$ cat config.mk
export PLATFORM = sky130hd
export DESIGN_NAME = load_store_unit
export DESIGN_NICKNAME = d
export VERILOG_FILES = /design/src/rtl/load_store_unit_pkg.sv /design/src/rtl/lsu_load_align.sv /design/src/rtl/load_store_unit.sv
export SDC_FILE = /design/constraint.sdc
export NUM_CORES = 1
export LEC_CHECK = 0
export BUFFER_PORTS_ARGS = -buffer_cell sky130_fd_sc_hd__buf_4
export CAP_MARGIN = 10
export CORE_UTILIZATION = 30
export CTS_CLUSTER_DIAMETER = 60
export DETAILED_ROUTE_END_ITERATION = 6
export GPL_TIMING_DRIVEN = 0
export MAX_ROUTING_LAYER = met4
export PLACE_DENSITY = 0.58
export SLEW_MARGIN = 20
export SYNTH_ARGS = -nofsm -noshare
export SYNTH_HDL_FRONTEND = slang
export SYNTH_SLANG_ARGS = --single-unit
export TNS_END_PERCENT = 20
$ cat constraint.sdc
create_clock -name clk -period 2.84 [get_ports clk]
set_input_delay 0.568 -clock clk [delete_from_list [all_inputs] [get_ports clk]]
set_output_delay 0.568 -clock clk [all_outputs]
set_load 0.03 [all_outputs]
$ cat src/rtl/load_store_unit_pkg.sv
// Shared types, width codes and decode helpers for the load/store unit.
package lsu_pkg;

    typedef enum logic [1:0] {
        ST_IDLE = 2'd0,
        ST_BUSY = 2'd1,
        ST_DONE = 2'd2
    } lsu_state_e;

    typedef enum logic [1:0] {
        CAUSE_NONE     = 2'd0,
        CAUSE_MISALIGN = 2'd1,
        CAUSE_TIMEOUT  = 2'd2,
        CAUSE_ILLEGAL  = 2'd3
    } lsu_cause_e;

    localparam logic [2:0] LSU_B  = 3'b000;
    localparam logic [2:0] LSU_H  = 3'b001;
    localparam logic [2:0] LSU_W  = 3'b010;
    localparam logic [2:0] LSU_BU = 3'b100;
    localparam logic [2:0] LSU_HU = 3'b101;

    // Unsigned widths only exist for loads; stores with BU/HU are rejected.
    function automatic logic lsu_illegal(input logic we, input logic [2:0] f3);
        logic bad;
        case (f3)
            LSU_B, LSU_H, LSU_W: bad = 1'b0;
            LSU_BU, LSU_HU:      bad = we;
            default:             bad = 1'b1;
        endcase
        return bad;
    endfunction

    function automatic logic lsu_misaligned(input logic [2:0] f3, input logic [1:0] off);
        logic mis;
        case (f3)
            LSU_H, LSU_HU: mis = off[0];
            LSU_W:         mis = (off != 2'b00);
            default:       mis = 1'b0;
        endcase
        return mis;
    endfunction

    function automatic logic [3:0] lsu_byte_en(input logic [2:0] f3, input logic [1:0] off);
        logic [3:0] be;
        case (f3)
            LSU_B, LSU_BU: be = 4'b0001 << off;
            LSU_H, LSU_HU: be = 4'b0011 << off;
            default:       be = 4'b1111;
        endcase
        return be;
    endfunction

    // Replicating across lanes lets the byte enables alone select the target bytes.
    function automatic logic [31:0] lsu_store_data(input logic [2:0] f3, input logic [31:0] wdata);
        logic [31:0] d;
        case (f3)
            LSU_B, LSU_BU: d = {4{wdata[7:0]}};
            LSU_H, LSU_HU: d = {2{wdata[15:0]}};
            default:       d = wdata;
        endcase
        return d;
    endfunction

endpackage

$ cat src/rtl/lsu_load_align.sv
// Shifts the addressed bytes of a read word down to bit 0 and extends them.
module lsu_load_align (
    input  logic [31:0] rdata,
    input  logic [1:0]  offset,
    input  logic [2:0]  funct3,
    output logic [31:0] data
);
    import lsu_pkg::*;

    logic [31:0] shifted;

    // Lane select followed by sign/zero extension for the requested width.
    always_comb begin
        shifted = rdata >> {offset, 3'b000};
        case (funct3)
            LSU_B:   data = {{24{shifted[7]}}, shifted[7:0]};
            LSU_H:   data = {{16{shifted[15]}}, shifted[15:0]};
            LSU_W:   data = shifted;
            LSU_BU:  data = {24'd0, shifted[7:0]};
            LSU_HU:  data = {16'd0, shifted[15:0]};
            default: data = 32'd0;
        endcase
    end

endmodule

$ cat src/rtl/load_store_unit.sv
// Data-memory access stage: decodes a load/store, runs one req/ack bus
// transaction, stalls the core meanwhile and reports the result or a fault.
//
// state   | meaning
// --------+-----------------------------------------------------------
// ST_IDLE | waiting for valid_i; decode faults go straight to ST_DONE
// ST_BUSY | mem_req_o held, waiting for mem_ack_i or the timeout
// ST_DONE | done_o pulse, result/fault presented, core advances
module load_store_unit #(
    parameter int unsigned TIMEOUT = 255
) (
    input  logic        clk,
    input  logic        rst_n,
    input  logic        valid_i,
    input  logic        we_i,
    input  logic [2:0]  funct3_i,
    input  logic [31:0] addr_i,
    input  logic [31:0] wdata_i,
    output logic        stall_o,
    output logic        done_o,
    output logic [31:0] rdata_o,
    output logic        fault_o,
    output logic [1:0]  fault_cause_o,
    output logic        mem_req_o,
    output logic        mem_we_o,
    output logic [3:0]  mem_be_o,
    output logic [31:0] mem_addr_o,
    output logic [31:0] mem_wdata_o,
    input  logic        mem_ack_i,
    input  logic [31:0] mem_rdata_i
);
    import lsu_pkg::*;

    lsu_state_e  state_q, state_d;
    logic [1:0]  off_q;
    logic [2:0]  f3_q;
    logic [7:0]  cnt_q;
    logic        dec_illegal, dec_misalign;
    logic        tmo_hit;
    logic [31:0] load_data;

    assign dec_illegal  = lsu_illegal(we_i, funct3_i);
    assign dec_misalign = lsu_misaligned(funct3_i, addr_i[1:0]);
    // Down-counter loaded with TIMEOUT-1; terminal count means the last allowed wait cycle.
    assign tmo_hit      = (cnt_q == 8'd0);
    assign stall_o      = ((state_q == ST_IDLE) && valid_i) || (state_q == ST_BUSY);

    lsu_load_align u_align (
        .rdata  (mem_rdata_i),
        .offset (off_q),
        .funct3 (f3_q),
        .data   (load_data)
    );

    // State register.
    always_ff @(posedge clk or negedge rst_n) begin
        if (!rst_n) state_q <= ST_IDLE;
        else        state_q <= state_d;
    end

    // Next-state decode; an ack on the terminal-count cycle still completes normally.
    always_comb begin
        state_d = state_q;
        case (state_q)
            ST_IDLE: if (valid_i) state_d = (dec_illegal || dec_misalign) ? ST_DONE : ST_BUSY;
            ST_BUSY: if (mem_ack_i || tmo_hit) state_d = ST_DONE;
            ST_DONE: state_d = ST_IDLE;
            default: state_d = ST_IDLE;
        endcase
    end

    // Registered bus outputs, result and fault reporting, timeout counter.
    always_ff @(posedge clk or negedge rst_n) begin
        if (!rst_n) begin
            done_o        <= 1'b0;
            rdata_o       <= 32'd0;
            fault_o       <= 1'b0;
            fault_cause_o <= CAUSE_NONE;
            mem_req_o     <= 1'b0;
            mem_we_o      <= 1'b0;
            mem_be_o      <= 4'd0;
            mem_addr_o    <= 32'd0;
            mem_wdata_o   <= 32'd0;
            off_q         <= 2'd0;
            f3_q          <= 3'd0;
            cnt_q         <= 8'd0;
        end else begin
            done_o <= 1'b0;
            case (state_q)
                ST_IDLE: begin
                    if (valid_i) begin
                        if (dec_illegal) begin
                            done_o        <= 1'b1;
                            fault_o       <= 1'b1;
                            fault_cause_o <= CAUSE_ILLEGAL;
                            rdata_o       <= 32'd0;
                        end else if (dec_misalign) begin
                            done_o        <= 1'b1;
                            fault_o       <= 1'b1;
                            fault_cause_o <= CAUSE_MISALIGN;
                            rdata_o       <= 32'd0;
                        end else begin
                            mem_req_o   <= 1'b1;
                            mem_we_o    <= we_i;
                            mem_be_o    <= lsu_byte_en(funct3_i, addr_i[1:0]);
                            mem_addr_o  <= {addr_i[31:2], 2'b00};
                            mem_wdata_o <= lsu_store_data(funct3_i, wdata_i);
                            off_q       <= addr_i[1:0];
                            f3_q        <= funct3_i;
                            cnt_q       <= 8'(TIMEOUT - 1);
                        end
                    end
                end
                ST_BUSY: begin
                    if (mem_ack_i || tmo_hit) begin
                        done_o        <= 1'b1;
                        fault_o       <= !mem_ack_i;
                        fault_cause_o <= mem_ack_i ? CAUSE_NONE : CAUSE_TIMEOUT;
                        rdata_o       <= (mem_ack_i && !mem_we_o) ? load_data : 32'd0;
                        mem_req_o     <= 1'b0;
                        mem_we_o      <= 1'b0;
                        mem_be_o      <= 4'd0;
                        mem_addr_o    <= 32'd0;
                        mem_wdata_o   <= 32'd0;
                    end else begin
                        cnt_q <= cnt_q - 8'd1;
                    end
                end
                default: ;
            endcase
        end
    end

endmodule

### Word level (Yosys, flattened, before mapping)

Cells that the tools add are included.

* latch bits: 0
* register bits after elaboration: 121
* memories kept: 0
* memory bits (writable): 0
* memory bits (read-only): 0

* div/mod/pow operators: 0
* $mul: 0
* equality and inequality tests: 15
* $add $sub $neg: 1
* reduce and logical (&&, ||, !) cells: 22
* shifts and indexed selects: 3
* $lt $le $gt $ge: 0
* bitwise operators: 2
* mux-type cells: 59

Operators with widths (count)
* 32-bit 2-to-1 mux: 12
* 32-bit one-hot mux with 2 select lines: 4
* 32-bit one-hot mux with 5 select lines: 1
* 8-bit 2-to-1 mux: 4
* 32-bit by 5-bit >> shifter with 32-bit output: 1
* 2-bit 2-to-1 mux: 8
* 4-bit 2-to-1 mux: 4
* 4-bit one-hot mux with 2 select lines: 2
* 8-bit one-hot mux with 2 select lines: 1
* 1-bit 2-to-1 mux: 15
* 3-bit == test, second input constant: 4
* 1-bit one-hot mux with 2 select lines: 6
* 5-bit AND reduction: 2
* 8-bit logical NOT: 1
* 2-bit inequality test, second input constant: 4
* 2-bit one-hot mux with 2 select lines: 2
* 4-bit AND reduction: 2
* 8-bit by 1-bit subtractor with 8-bit output, second input constant: 1
* 3-bit by 1-bit == test with 1-bit output, second input constant: 2
* 3-bit by 2-bit == test with 1-bit output, second input constant: 2
* 3-bit logical NOT: 2
* 2-bit OR reduction: 3
* 2-bit nonzero test: 2
* 1-bit by 2-bit << shifter with 4-bit output, first input constant: 1
* 11 further kinds: 16

### Longest topological paths before layout

* depth in word-level cells: 7
* gate-level depth with buffers: 9
* depth with buffers taken out: 6

### Hierarchy

Synthesis repeated with hierarchy kept, for this count alone.

* cells, all modules: 488
* area total of the unflattened synthesis: 5788.1 um^2

By module, submodules not included
* load_store_unit: instances 1, cells each 379, area an instance 4984.8 um^2, seq. area each 2977.9 um^2
* lsu_load_align: instances 1, cells each 109, area an instance 803.3 um^2, seq. area each 0.0 um^2

### Least setup slack after synthesis

No wires, ideal clock.

* path kind: input -> register
* from: in funct3_i[0]
* to: reg mem_addr_o[19]
* arrival: 2030 ps
* stages on the path: 7
* slack: 689 ps
* cell sequence: buf_2 > or4_4 > a21boi_4 > a21oi_2 > buf_2 > buf_6 > a22o_1

* word-level cells in the longest chain between the ends: 5
* elaborated cells between the ends (all ways): 13
* those cells by class: 6 x eq/ne; 2 x mux; 5 x reduce/logical

RTL lines
* start: declaration: RTL line load_store_unit.sv:16 `input logic [2:0] funct3_i,`
* 3-bit by 1-bit == test with 1-bit output (tied with other cells): RTL line load_store_unit_pkg.sv:26, load_store_unit_pkg.sv:36
* 3-bit OR reduction (tied with other cells): RTL line load_store_unit_pkg.sv:26 `case (f3)`
* 1-bit one-hot mux with 2 select lines (on tied branches): RTL line load_store_unit_pkg.sv:26, load_store_unit_pkg.sv:36
* 2-bit inequality test (no line)
* 5-bit AND reduction (no line) (*)
* end signal: assignment: RTL line load_store_unit.sv:106 `mem_addr_o <= {addr_i[31:2], 2'b00};`
* end: declaration: RTL line load_store_unit.sv:27 `output logic [31:0] mem_addr_o,`

Every way passes the cells marked *; elsewhere a longest branch is shown, timed or not.
A chain may end at the register's enable or synchronous reset.

### Final worst setup path

* from: reg cnt_q[0]
* to: reg mem_wdata_o[16]

* word-level cells in the longest chain between the ends: 4

RTL lines
* start: declaration: RTL line load_store_unit.sv:37 `logic [7:0] cnt_q;`
* start signal: assignment: RTL line load_store_unit.sv:110 `cnt_q <= 8'(TIMEOUT - 1);`
* start signal: assignment: RTL line load_store_unit.sv:126 `cnt_q <= cnt_q - 8'd1;`
* 8-bit logical NOT: RTL line load_store_unit.sv:45 `assign tmo_hit = (cnt_q == 8'd0);`
* 1-bit logical OR: RTL line load_store_unit.sv:115 `if (mem_ack_i || tmo_hit) begin`
* 2-bit by 1-bit inequality test with 1-bit output (no line)
* 5-bit AND reduction (no line)
* end signal: assignment: RTL line load_store_unit.sv:107 `mem_wdata_o <= lsu_store_data(funct3_i, wdata_i);`
* end: declaration: RTL line load_store_unit.sv:28 `output logic [31:0] mem_wdata_o,`

Every way passes these cells.

==> impl_metrics.csv <==
group,metric,value,unit
die,die_x,139,µm
place,placed_area,7460,µm²
cts,clkLatencyLatePin,0.41,ns
synthesis,synth.distinct_cells,49,
die,core,18100,µm²
sta,fin_crit_sh,86.8,%
cts,post_cts_buffers,0,
cts,h-tree-depth,4,
place,finalWeightedCongestion,0.868,
die,rows,49,
global_route,antenna_found_initial,0,
worst_setup_path,ff2ff_setup_slack,0.38,ns
synthesis,ys_seq_area_share,53.3,%
cts,numCtsBuffers,17,
sta,setup_viol,0,
die,io_pins,211,
cells_and_area,drive_gt1_share,38.6,%
worst_setup_path,crit_family,"buffers and inverters",
global_route,grt_pass1_wl,28200,µm
sta,slew_violations,0,
drt,drt-wirelength-per-cell,19.1,µm
power,netSwitchingPower,0.00304,W
synthesis,synth_edf_count,0,
worst_setup_path,crit_buf_inv,4,
sta,hold_ws,0.0724,ns
synthesis,synth-seq-cells,119,
synthesis,synth_flop_cell,"dfrtp_1",
drt,via_per_inst,5.15,
min_path,hold_class,"primary input to asynchronous set/reset pin",
sta,tns,0,ns
sta,hold_viol,0,
power,clock_power_share,27.5,%
sta,worst_slew_pin_slew,0.968,ns
drt,wl,18000,µm
worst_setup_path,cp-end-kind,"flop",
drt,drcViolationCount,24,
sta,fmax,406,MHz
worst_setup_path,crit_slowest_cell,"or3b_2",
outcome,violations,"design-rule violations",
place,io_buffers,206,
synthesis,syn_avg_cell_area,11.7,µm²
power,sequentialPowerShare,32.1,%
cts,cts.sinks,119,
die,fp.dieH,139,µm
power,vdd_drop_max,0.406,mV
worst_setup_path,path_class,"flop to flop",
worst_setup_path,cpMostUsedCell,"buf_2",
power,finalPower,0.00782,W
die,start_util,30.9,%
cts,postCtsHoldBufs,0,
global_route,grt_overflow_total,0,
worst_setup_path,crit_chain,"inv_1 -> ha_1 -> or3b_2 -> clkbuf_1 -> o21bai_2 -> a21oi_2 -> buf_2 -> buf_2 -> o2bb2ai_1",
synthesis,syn_inst,477,
worst_setup_path,critPathArrivalTime,2.74,ns
sta,max_slew_margin,35.2,%
cells_and_area,antenna_cells,0,
synthesis,async_reset_ff_share,100,%
power,power_density,971,nW/µm²
sta,rsz0062_at_grt,"false",
cts,cts_tree,"yes",
die,die_area,19200,µm²
outcome,outcome,"complete, but fails checks",
drt,drt.antenna.violating_nets,0,
drt,drt_iter0_drc,255,
cts,cts-root-buf,"clkbuf_16",
sta,fin_crit,2.46,ns
worst_setup_path,path_max_fanout,10,
power,p_int,0.00478,W
global_route,grt_max_degree,80,
cells_and_area,area_growth,44.0,%
run,drv_cap,0,
power,pwr-share-comb,40.4,%
cells_and_area,post-route-util,44.5,%
cells_and_area,fin_area,8050,µm²
drt,dr.pass1.iters,7,
cells_and_area,nets,810,
synthesis,ys_warn_count,0,
synthesis,synth_area,5590,µm²
place,place_hpwl,13400,µm
cts,clk_pin_slew_worst_paths,0.06,ns
drt,vias,4874,
power,switching_share,38.9,%
power,leakage,3.92,nW
cts,cts_buffer_depth,2,
worst_setup_path,cpPeakStageDelay,0.44,ns
global_route,grt_pass1_vias,5101,
sta,skew,0.00950,ns
worst_setup_path,cp.required,3.12,ns
global_route,track_usage,19.8,%
cts,post_cts.resized_instances,0,
worst_setup_path,critPathLaunchType,"flop",
-- synth_stat cells (2+ instances only) --
master     number  share of area [%]
buf_2          16                1.4
o2bb2ai_1      39                6.1
ha_1            2               0.45
nand2b_1        4               0.45
nor3b_1         2               0.27
nor2b_1        10                1.1
a211o_1         7                1.1
nor3_1          2               0.18
inv_1           7               0.47
a21oi_1        11               0.98
o211ai_1        2               0.27
a22o_1         68                 11
or3_1           3               0.34
o21ai_0        17                1.5
o21bai_1        2               0.27
nand3_1         4               0.36
nand2_1        37                2.5
clkbuf_1       16                1.1
o22ai_1         8               0.90
nor2_1         12               0.81
mux2i_1        43                7.7
mux2_2          3               0.60
xor2_1          3               0.47
a32o_1          7                1.3
buf_1           2               0.13
buf_4           7               0.94
nand4_1         2               0.22
a22oi_1         2               0.27
dfrtp_1       119                 53
-- final timing paths --
kind / start / to / depth (start not counted)
min reg2reg: rdata_o[14] / rdata_o[14] / 1
max in group asynchronous: rst_n / mem_addr_o[26] / 2
min in group clk: addr_i[14] / mem_addr_o[14] / 2
max reg2reg: cnt_q[0] / mem_wdata_o[16] / 9
max: cnt_q[0] / mem_wdata_o[16] / 9
min: rst_n / rdata_o[21] / 1
-- cell type report --
| cell class | instances | area, µm² |
|---|---|---|
| fillers | 1742 | 10000 |
| flip-flops and latches | 119 | 2980 |
| multi-input cells | 310 | 2380 |
| repair buffers | 207 | 1580 |
| clock buffers | 19 | 443 |
| well taps | 229 | 287 |
| plain buffers | 42 | 211 |
| clock inverters | 13 | 146 |
| inverters | 7 | 26.3 |
-- cells in the final DEF, fill, tap and decap left out, types with 2 or more instances in the layout --
cell type / count
a211o_1: 7
a21oi_1: 11
a22o_1: 68
a22oi_1: 2
a32o_1: 7
buf_1: 2
buf_2: 16
buf_4: 212
buf_6: 2
bufinv_16: 2
clkbuf_1: 17
clkbuf_16: 17
clkinv_2: 2
clkinv_4: 3
clkinvlp_4: 2
conb_1: 2
dfrtp_1: 119
ha_1: 2
inv_1: 7
inv_6: 4
mux2_2: 3
mux2i_1: 43
nand2_1: 37
nand2b_1: 4
nand3_1: 4
nand4_1: 2
nor2_1: 12
nor2b_1: 10
nor3_1: 2
nor3b_1: 2
o211ai_1: 2
o21ai_0: 17
o21bai_1: 2
o22ai_1: 8
o2bb2ai_1: 39
or3_1: 3
xor2_1: 3
-- through the flow --
stage                     cells  setup WS, ns
after floorplan             478         0.689
after global placement      913         0.374
after global routing        946         0.239
after detailed placement    914         0.360
after CTS                   946         0.346
final                       946         0.375
-- flip-flops by register name (all words and copies together) (netlist names), 2 cells and up --
register       count
mem_wdata_o       32
rdata_o           32
mem_addr_o        30
cnt_q              8
mem_be_o           4
f3_q               3
fault_cause_o      2
off_q              2
state_q            2
-- power by group through the flow --
stage	sequential, W	clock, W	combinational [W]
floorplan	0.00330	0	0.00113
detailed placement	0.00251	0	0.00319
finish	0.00251	0.00215	0.00316
CTS	0.00251	0.00220	0.00318
global placement	0.00251	0	0.00314
global route	0.00257	0.00228	0.00336
-- cells by family (layout without fill, tap and decap cells) --
family	count (synthesis)	after routing	synth area share [%]
other cells	1	2	0.0671
fa+ha+maj	2	2	0.448
flops	119	119	53.3
compound gates	171	171	25.2
buf+inv	49	288	4.25
simple gates	85	85	7.63
xor+xnor	3	3	0.470
mux	47	47	8.71
-- layer usage --
layer | track usage, % | vias to the layer above | routed length [µm]
li1 | - | 2262 | -
met1 | 24.6 | 2379 | 7920
met2 | 30.4 | 212 | 8330
met3 | 6.41 | 21 | 1450
met4 | 6.68 | 0 | 354
met5 | - | - | 0
No activity file was read; power rests on OpenSTA's default activity.
